<file path="src/rtl/bubble_sort_ctrl.sv">
// In-place bubble sort of the first len_i words of an external true-dual-port RAM.
// Ascending or descending order, early exit on a swap-free pass, RAM read latency of 1 to 4 cycles.
module bubble_sort_ctrl #(
  parameter int DWIDTH  = 10,
  parameter int ADDR_SZ = 10,
  parameter int RD_LAT  = 1,
  parameter int CNT_W   = 20
) (
  input  logic               clk_i,
  input  logic               srst_i,
  input  logic               start_i,
  input  logic               descending_i,
  input  logic [ADDR_SZ-1:0] len_i,
  output logic               busy_o,
  output logic               done_o,
  output logic [ADDR_SZ-1:0] address_a,
  output logic [ADDR_SZ-1:0] address_b,
  output logic [DWIDTH-1:0]  data_a,
  output logic [DWIDTH-1:0]  data_b,
  output logic               wren_a,
  output logic               wren_b,
  input  logic [DWIDTH-1:0]  q_a,
  input  logic [DWIDTH-1:0]  q_b,
  output logic [ADDR_SZ-1:0] passes_o,
  output logic [CNT_W-1:0]   swaps_o
);

  typedef enum logic [2:0] {
    S_IDLE,
    S_READ,
    S_WAIT,
    S_CMP,
    S_DONE
  } state_t;

  // WAIT holds RD_LAT-1 cycles; the counter runs down to zero.
  localparam logic [1:0] WAIT_INIT = (RD_LAT > 1) ? 2'(RD_LAT - 2) : 2'd0;

  state_t             state_q, state_d;
  logic [ADDR_SZ-1:0] index_q, index_d;
  logic [ADDR_SZ-1:0] last_q, last_d;
  logic [ADDR_SZ-1:0] addr_b_q, addr_b_d;
  logic [ADDR_SZ-1:0] passes_q, passes_d;
  logic [CNT_W-1:0]   swaps_q, swaps_d;
  logic [1:0]         wait_q, wait_d;
  logic               swapped_q, swapped_d;
  logic               desc_q, desc_d;
  logic               busy_q, busy_d;
  logic               done_q, done_d;

  logic               swap_now;
  logic [ADDR_SZ:0]   idx_inc;

  // Equal values never swap, which keeps the sort stable.
  assign swap_now = (state_q == S_CMP) && (desc_q ? (q_a < q_b) : (q_a > q_b));
  // One bit wider so the end-of-pass test cannot wrap at the maximum length.
  assign idx_inc  = {1'b0, index_q} + {{ADDR_SZ{1'b0}}, 1'b1};

  always_comb begin
    // NOTE: every _d defaults to its _q so no path through the case infers a latch.
    state_d   = state_q;
    index_d   = index_q;
    last_d    = last_q;
    passes_d  = passes_q;
    swaps_d   = swaps_q;
    wait_d    = wait_q;
    swapped_d = swapped_q;
    desc_d    = desc_q;

    case (state_q)
      S_IDLE: begin
        if (start_i) begin
          desc_d    = descending_i;
          last_d    = len_i - ADDR_SZ'(1);
          index_d   = '0;
          swapped_d = 1'b0;
          passes_d  = '0;
          swaps_d   = '0;
          state_d   = (len_i <= ADDR_SZ'(1)) ? S_DONE : S_READ;
        end
      end
      S_READ: begin
        if (RD_LAT == 1) begin
          state_d = S_CMP;
        end else begin
          wait_d  = WAIT_INIT;
          state_d = S_WAIT;
        end
      end
      S_WAIT: begin
        if (wait_q == 2'd0) state_d = S_CMP;
        else                wait_d  = wait_q - 2'd1;
      end
      S_CMP: begin
        if (swap_now) begin
          swapped_d = 1'b1;
          if (swaps_q != '1) swaps_d = swaps_q + CNT_W'(1);
        end
        if (idx_inc < {1'b0, last_q}) begin
          index_d = idx_inc[ADDR_SZ-1:0];
          state_d = S_READ;
        end else begin
          passes_d = passes_q + ADDR_SZ'(1);
          if (last_q == ADDR_SZ'(1) || !(swapped_q || swap_now)) begin
            state_d = S_DONE;
          end else begin
            last_d    = last_q - ADDR_SZ'(1);
            index_d   = '0;
            swapped_d = 1'b0;
            state_d   = S_READ;
          end
        end
      end
      S_DONE:  state_d = S_IDLE;
      default: state_d = S_IDLE;
    endcase

    // Registered outputs follow the next state so they line up with it.
    busy_d   = (state_d != S_IDLE);
    done_d   = (state_d == S_DONE);
    addr_b_d = index_d + ADDR_SZ'(1);
  end

  always_ff @(posedge clk_i) begin
    // NOTE: non-blocking updates make every flop sample the same pre-edge values.
    if (srst_i) begin
      state_q   <= S_IDLE;
      index_q   <= '0;
      last_q    <= '0;
      addr_b_q  <= ADDR_SZ'(1);
      passes_q  <= '0;
      swaps_q   <= '0;
      wait_q    <= 2'd0;
      swapped_q <= 1'b0;
      desc_q    <= 1'b0;
      busy_q    <= 1'b0;
      done_q    <= 1'b0;
    end else begin
      state_q   <= state_d;
      index_q   <= index_d;
      last_q    <= last_d;
      addr_b_q  <= addr_b_d;
      passes_q  <= passes_d;
      swaps_q   <= swaps_d;
      wait_q    <= wait_d;
      swapped_q <= swapped_d;
      desc_q    <= desc_d;
      busy_q    <= busy_d;
      done_q    <= done_d;
    end
  end

  // Write-back depends on this cycle's read data, so the write port is decoded from state and q.
  assign wren_a    = swap_now;
  assign wren_b    = swap_now;
  assign data_a    = swap_now ? q_b : q_a;
  assign data_b    = swap_now ? q_a : q_b;

  assign busy_o    = busy_q;
  assign done_o    = done_q;
  assign address_a = index_q;
  assign address_b = addr_b_q;
  assign passes_o  = passes_q;
  assign swaps_o   = swaps_q;

endmodule

</file>
<file path="config.mk">
export PLATFORM = sky130hd
export DESIGN_NAME = bubble_sort_ctrl
export DESIGN_NICKNAME = d
export VERILOG_FILES = /design/src/rtl/bubble_sort_ctrl.sv
export SDC_FILE = /design/constraint.sdc
export NUM_CORES = 1
export LEC_CHECK = 0
export CORE_ASPECT_RATIO = 1.2
export CORE_MARGIN = 3
export CORE_UTILIZATION = 30
export CTS_BUF_LIST = sky130_fd_sc_hd__clkbuf_4 sky130_fd_sc_hd__clkbuf_8
export DETAILED_ROUTE_END_ITERATION = 8
export PLACE_DENSITY_LB_ADDON = 0.3
export SYNTH_ARGS = -nofsm -noshare
export SYNTH_HDL_FRONTEND = slang
export SYNTH_SLANG_ARGS = --single-unit
</file>
<file path="constraint.sdc">
create_clock -name clk_i -period 4 [get_ports clk_i]
set_input_delay 0.4 -clock clk_i [delete_from_list [all_inputs] [get_ports clk_i]]
set_output_delay 0.4 -clock clk_i [all_outputs]
set_load 0.02 [all_outputs]
</file>
## Word level (Yosys, flattened, before mapping)

Cells that the tools add are included.

- Add/sub/neg operators: 7
- Order comparisons: 4
- Equality and inequality tests: 11
- Mux-type cells: 29
- Bitwise gates (word level): 1
- Reductions and logical operators: 14

Operators with widths:

| kind | count |
|---|---|
| 10-bit two-way mux | 10 |
| 20-bit two-way mux | 3 |
| 10-bit one-hot mux with 2 select lines | 3 |
| 20-bit one-hot mux with 2 select lines | 1 |
| 10-bit by 1-bit adder with 10-bit output, second input constant | 2 |
| 20-bit by 1-bit adder with 20-bit output, second input constant | 1 |
| 20-bit != test, second input constant | 1 |
| 10-bit by 1-bit subtractor with 10-bit output, second input constant | 2 |
| 3-bit two-way mux | 5 |
| 3-bit one-hot mux with 4 select lines | 1 |
| 10-bit by 1-bit adder with 11-bit output, second input constant | 1 |
| 11-bit by 10-bit less-than comparator with 1-bit output | 1 |
| 10-bit by 1-bit == test with 1-bit output, second input constant | 1 |
| 10-bit greater-than comparator | 1 |
| 10-bit by 1-bit <= comparator with 1-bit output, second input constant | 1 |
| 10-bit less-than comparator | 1 |
| 2-bit != test, second input constant | 4 |
| 4-bit AND reduction | 2 |
| 3-bit by 2-bit == test with 1-bit output, second input constant | 2 |
| 2-bit AND reduction | 3 |
| 1-bit two-way mux | 5 |
| 3-bit by 1-bit == test with 1-bit output, second input constant | 1 |
| 3-bit == test, second input constant | 1 |
| 3-bit logical NOT | 1 |
| other kinds (11) | 12 |

- Register bits: 69
- Input port bits: 34
- Word-level logic and storage cells: 77

## Longest topological paths before layout

- Depth after elaboration: 10
- Gate-level depth with buffers: 20
- Mapped depth without buffers: 19

## Worst setup path before layout

No wires, ideal clock.

- Path type: register -> register
- Start: register index_q[2], in the netlist address_a[2]
- End: register addr_b_q[8], in the netlist address_b[8]
- Data arrival time: 4.221 ns
- Required time: 3.879 ns
- Slack: -0.341 ns
- Stages on the path, launching flop included: 18
- Clock period less this slack: 4.341 ns
- Cell sequence: dfxtp_1 -> and3_1 -> clkbuf_1 -> and3_1 -> clkbuf_1 -> nand3_1 -> xnor2_1 -> ha_1 -> a2111o_1 -> a211oi_1 -> o21a_1 -> buf_1 -> a22o_1 -> ha_1 -> o221ai_1 -> o21ba_2 -> nor2b_1 -> mux2_2

- Word-level cells in the longest chain between the ends: 5

RTL lines:

| item | RTL line | text |
|---|---|---|
| start, declared | 40 | `logic [ADDR_SZ-1:0] index_q, index_d;` |
| start signal, assigned | 140 | `index_q <= index_d;` |
| 10-bit by 1-bit adder with 11-bit output | 57 | `assign idx_inc = {1'b0, index_q} + {{ADDR_SZ{1'b0}}, 1'b1};` |
| 11-bit by 10-bit less-than comparator with 1-bit output | 99 | `if (idx_inc < {1'b0, last_q}) begin` |
| 10-bit two-way mux | 99 |  |
| 10-bit one-hot mux with 2 select lines | 70 | `case (state_q)` |
| named net index_d[1] | 40 |  |
| 10-bit by 1-bit adder with 10-bit output | 121 | `addr_b_d = index_d + ADDR_SZ'(1);` |
| end signal, assigned | 142 | `addr_b_q <= addr_b_d;` |
| end, declared | 42 | `logic [ADDR_SZ-1:0] addr_b_q, addr_b_d;` |

The timed path passes the listed nets, and every way through them passes these cells.
A chain may end at the register's enable or synchronous reset.

## Final worst setup path

- Start: register index_q[1], in the netlist address_a[1]
- End: register addr_b_q[8], in the netlist address_b[8]

- Word-level cells in the longest chain between the ends: 5

RTL lines:

| item | RTL line |
|---|---|
| 10-bit by 1-bit adder with 11-bit output | 57 |
| 11-bit by 10-bit less-than comparator with 1-bit output | 99 |
| 10-bit two-way mux | 99 |
| 10-bit one-hot mux with 2 select lines * | 70 |
| 10-bit by 1-bit adder with 10-bit output * | 121 |

Mark *: on every way between the ends. The rest lies on a longest branch, timed or not.

==> impl_metrics.yaml <==
synthesis:
  syn_inst: 544
  ys_seq_elements: 69
  avgSynthCellArea_um2: 7.93
  synth_nets: 606
  synthArstFlopShare_pct: 0
  yosysUniqueCellTypes: 61
  yosysWarnings: 0
  synth-edff-count: 0
  ys.flop_type: "dfxtp_1"
  synth_area_um2: 4320
  yosysSeqAreaShare_pct: 32.0
critical_path:
  path_cells: "ha_4, and2_4, nand2_1, inv_2, and3_4, xor2_4, ha_4, a2111o_1, a211oi_2, o21a_2, o41ai_4, buf_4, buf_4, o211a_1, o21ba_4, nor2b_2, mux2_2"
  cp_top_family: "compound AO/OA/AOI/OAI gates"
  crit_required_ns: 4.24
  startpoint_type: "register"
  arrival_ns: 4.07
  cp-end-kind: "register"
  worstPathMaxFanout: 10
  cp_slowest_cell: "a2111o_1"
  setup.worst_path.class: "register to register"
  slowest_delay_ns: 0.45
  cp.buffers_inverters: 3
timing:
  finalCriticalPeriod_ns: 3.83
  final-hold-violation-count: 0
  setup_viol: 0
  min_period_over_period_pct: 95.7
  tightest_slew_ns: 0.775
  timing.fmax_mhz: 261
  skew_ns: 0.00933
  relSlewSlack_pct: 48.2
  hold_ws_ns: 0.460
  slew_viol_final: 0
clock_tree:
  cts_tree: "done"
  clk_path_buf_depth: 2
  cts_buffers: 9
  postCtsHoldBufs: 0
  clock-sinks: 69
  clk_latency_ns: 0.35
  cts_max_level: 3
  cts-root-buf: "clkbuf_8"
  clk_pin_slew_ns: 0.08
placement:
  placed_cells: 831
  routabilityCongestion: 0.799
  dp_hpwl_um: 9330
  io_buffers: 107
  place_area_um2: 5770
routing:
  antenna_left: 0
  drt-pass1-iter-count: 4
  routed_wl_um: 11900
  drtIter0Drc: 173
  wire_per_inst_um: 14.1
  viasPerCell: 5.03
  vias: 4269
  route.detailed.drc: 0
global_route:
  antenna_found_initial: 0
  grt_max_degree: 27
  grt_pass1_wl_um: 19500
  grt_use_total_pct: 15.2
  grt_pass1_vias: 4138
  grt-ovfl-total: 0
power:
  totalPowerFinal_mw: 1.96
  p_leak_nw: 2.38
  clockPowerShare_pct: 29.6
  p_per_area_nw_per_um2: 321
  swShare_pct: 33.6
  ir_drop_uv: 205
  p_switching_mw: 0.657
  pwr-share-comb_pct: 31.5
  pwr-share-seq_pct: 38.9
  p_int_mw: 1.30
floorplan:
  rows: 47
  ios: 108
  coreArea_um2: 13900
  die_w_um: 115
  chipHeight_um: 137
  dieArea_um2: 15900
  start_util_pct: 31.0
worst_hold_path:
  hp-class: "register to register"
cells_and_area:
  area_growth_syn_to_layout_pct: 41.2
  drive_gt1_share_pct: 14.2
  antenna_cells: 0
  final_area_um2: 6090
  design.final.nets: 735
  fin_cells: 849
run_status:
  status: "finished clean"
flow_run:
  maxCapViolCount: 0
==> timing repair <==
| action | 4_1_cts | 5_1_grt |
|---|---|---|
| pin swaps | 0 | 6 |
| endpoints found under the setup margin | 1 | 22 |
| cloned | 0 | 0 |
| setup buffers | 0 | 2 |
| gates resized for setup | 2 | 17 |
==> final timing paths <==
| kind | from | end | slack [ns] | depth (start not counted) |
|---|---|---|---|---|
| max | address_a[1]$_SDFF_PP0_ | address_b[8]$_SDFF_PP0_ | 0.17 | 17 |
| min | last_q[1]$_SDFFE_PP0P_ | last_q[1]$_SDFFE_PP0P_ | 0.46 | 2 |
| max reg2reg | address_a[1]$_SDFF_PP0_ | address_b[8]$_SDFF_PP0_ | 0.17 | 17 |
| min reg2reg | last_q[1]$_SDFFE_PP0P_ | last_q[1]$_SDFFE_PP0P_ | 0.46 | 2 |
==> logic make-up (layout without fill, tap and decap cells) <==
kind of cell	after synthesis	after routing	share of synthesized area, %
simple gates	225	225	26.4
compound gates	114	114	17.0
flops	69	69	32.0
buf+inv	55	189	4.99
xor+xnor	39	39	7.92
fa+ha+maj	28	28	8.12
mux	14	14	3.57
==> final cells by class <==
class                           count  area (um2)
Fill cell                        1387        7840
Multi-Input combinational cell    420        2840
Sequential cell                    69        1390
Timing Repair Buffer              141        1330
Tap cell                          171         214
Clock buffer                       10         138
Inverter                           32         120
Clock inverter                      6        61.3
==> power by group through the flow <==
stage,Clock (mW),Sequential [mW],Combinational [mW]
global placement,0,0.776,0.584
finish,0.579,0.761,0.616
detailed placement,0,0.777,0.599
CTS,0.602,0.762,0.609
global route,0.632,0.767,0.690
floorplan,0,0.779,0.359
==> worst min-delay path: stages, from the launching register on <==
cell,delay (ns)
dfxtp_1,0.31
nand2_1,0.05
a21oi_1,0.05
==> state kept, by name, indices dropped and copies added, names as in the netlist, 2 cells and up <==
signal and count:
address_a 10, address_b 10, last_q 10, passes_o 10
state_q 3, swaps_o 20, wait_q 2
==> cells in the final DEF, fill, tap and decap left out, types with 4 or more instances in the layout <==
cell type        synthesis  layout
or2_2                    4       4
o21a_1                   5       4
inv_1                   32      31
clkbuf_8                 0      10
nor2_1                  65      64
xnor2_1                 12      10
and3_1                  14      13
nand2_1                 48      48
nor4_1                   7       7
a211oi_1                 6       5
nand2b_1                 5       5
ha_1                    28      25
or3_1                    8       8
mux2_2                  11      11
buf_4                    2      34
nand3_1                 14      14
clkdlybuf4s50_1          0     107
nor2b_1                  9       8
dfxtp_1                 69      66
and4_1                   7       7
xor2_1                  27      26
o21ai_0                 33      33
and2_1                   7       6
a21oi_1                 31      31
nor3_1                  17      16
nand4_1                  9       9
==> cell usage after synthesis (all sizes together), types with 3 or more instances <==
library cell	n	area [um2]
a211oi	6	45.0
a21oi	32	164
a22oi	3	22.5
a31oi	3	18.8
and2	7	43.8
and3	15	95.1
and4	7	61.3
buf	4	23.8
clkbuf	19	71.3
dfxtp	69	1380
ha	28	350
inv	32	120
mux2	11	124
mux2i	3	30.0
nand2	48	180
nand2b	5	31.3
nand3	15	80.1
nand4	9	56.3
nor2	65	244
nor2b	9	56.3
nor3	17	85.1
nor4	7	43.8
o211ai	3	22.5
o21a	5	37.5
o21ai	38	194
or2	4	25.0
or3	9	61.3
or4	3	30.0
xnor2	12	105
xor2	27	236
==> metrics by stage <==
| step | worst slack, ns | TNS [ns] | util, % |
|---|---|---|---|
| 4_1_cts | 0.0204 | 0 | 42.9 |
| 3_5_place_dp | -0.123 | -0.123 | 41.4 |
| 5_1_grt | -0.0198 | -0.0278 | 43.7 |
| 3_3_place_gp | -0.0190 | -0.0190 | 41.4 |
| 6_report | 0.171 | 0 | 43.7 |
| 2_1_floorplan | 0.0310 | 0 | - |
==> metal layers <==
layer	vias up	routed length, um	GRT usage, %	part of all wire [%]
met3	14	455	3.34	3.8
li1	2187	-	-	-
met5	-	0	0	0
met4	0	202	5.28	1.7
met2	73	6150	27.5	51
met1	1995	5140	17.5	43
No activity file was read; power rests on OpenSTA's default activity.
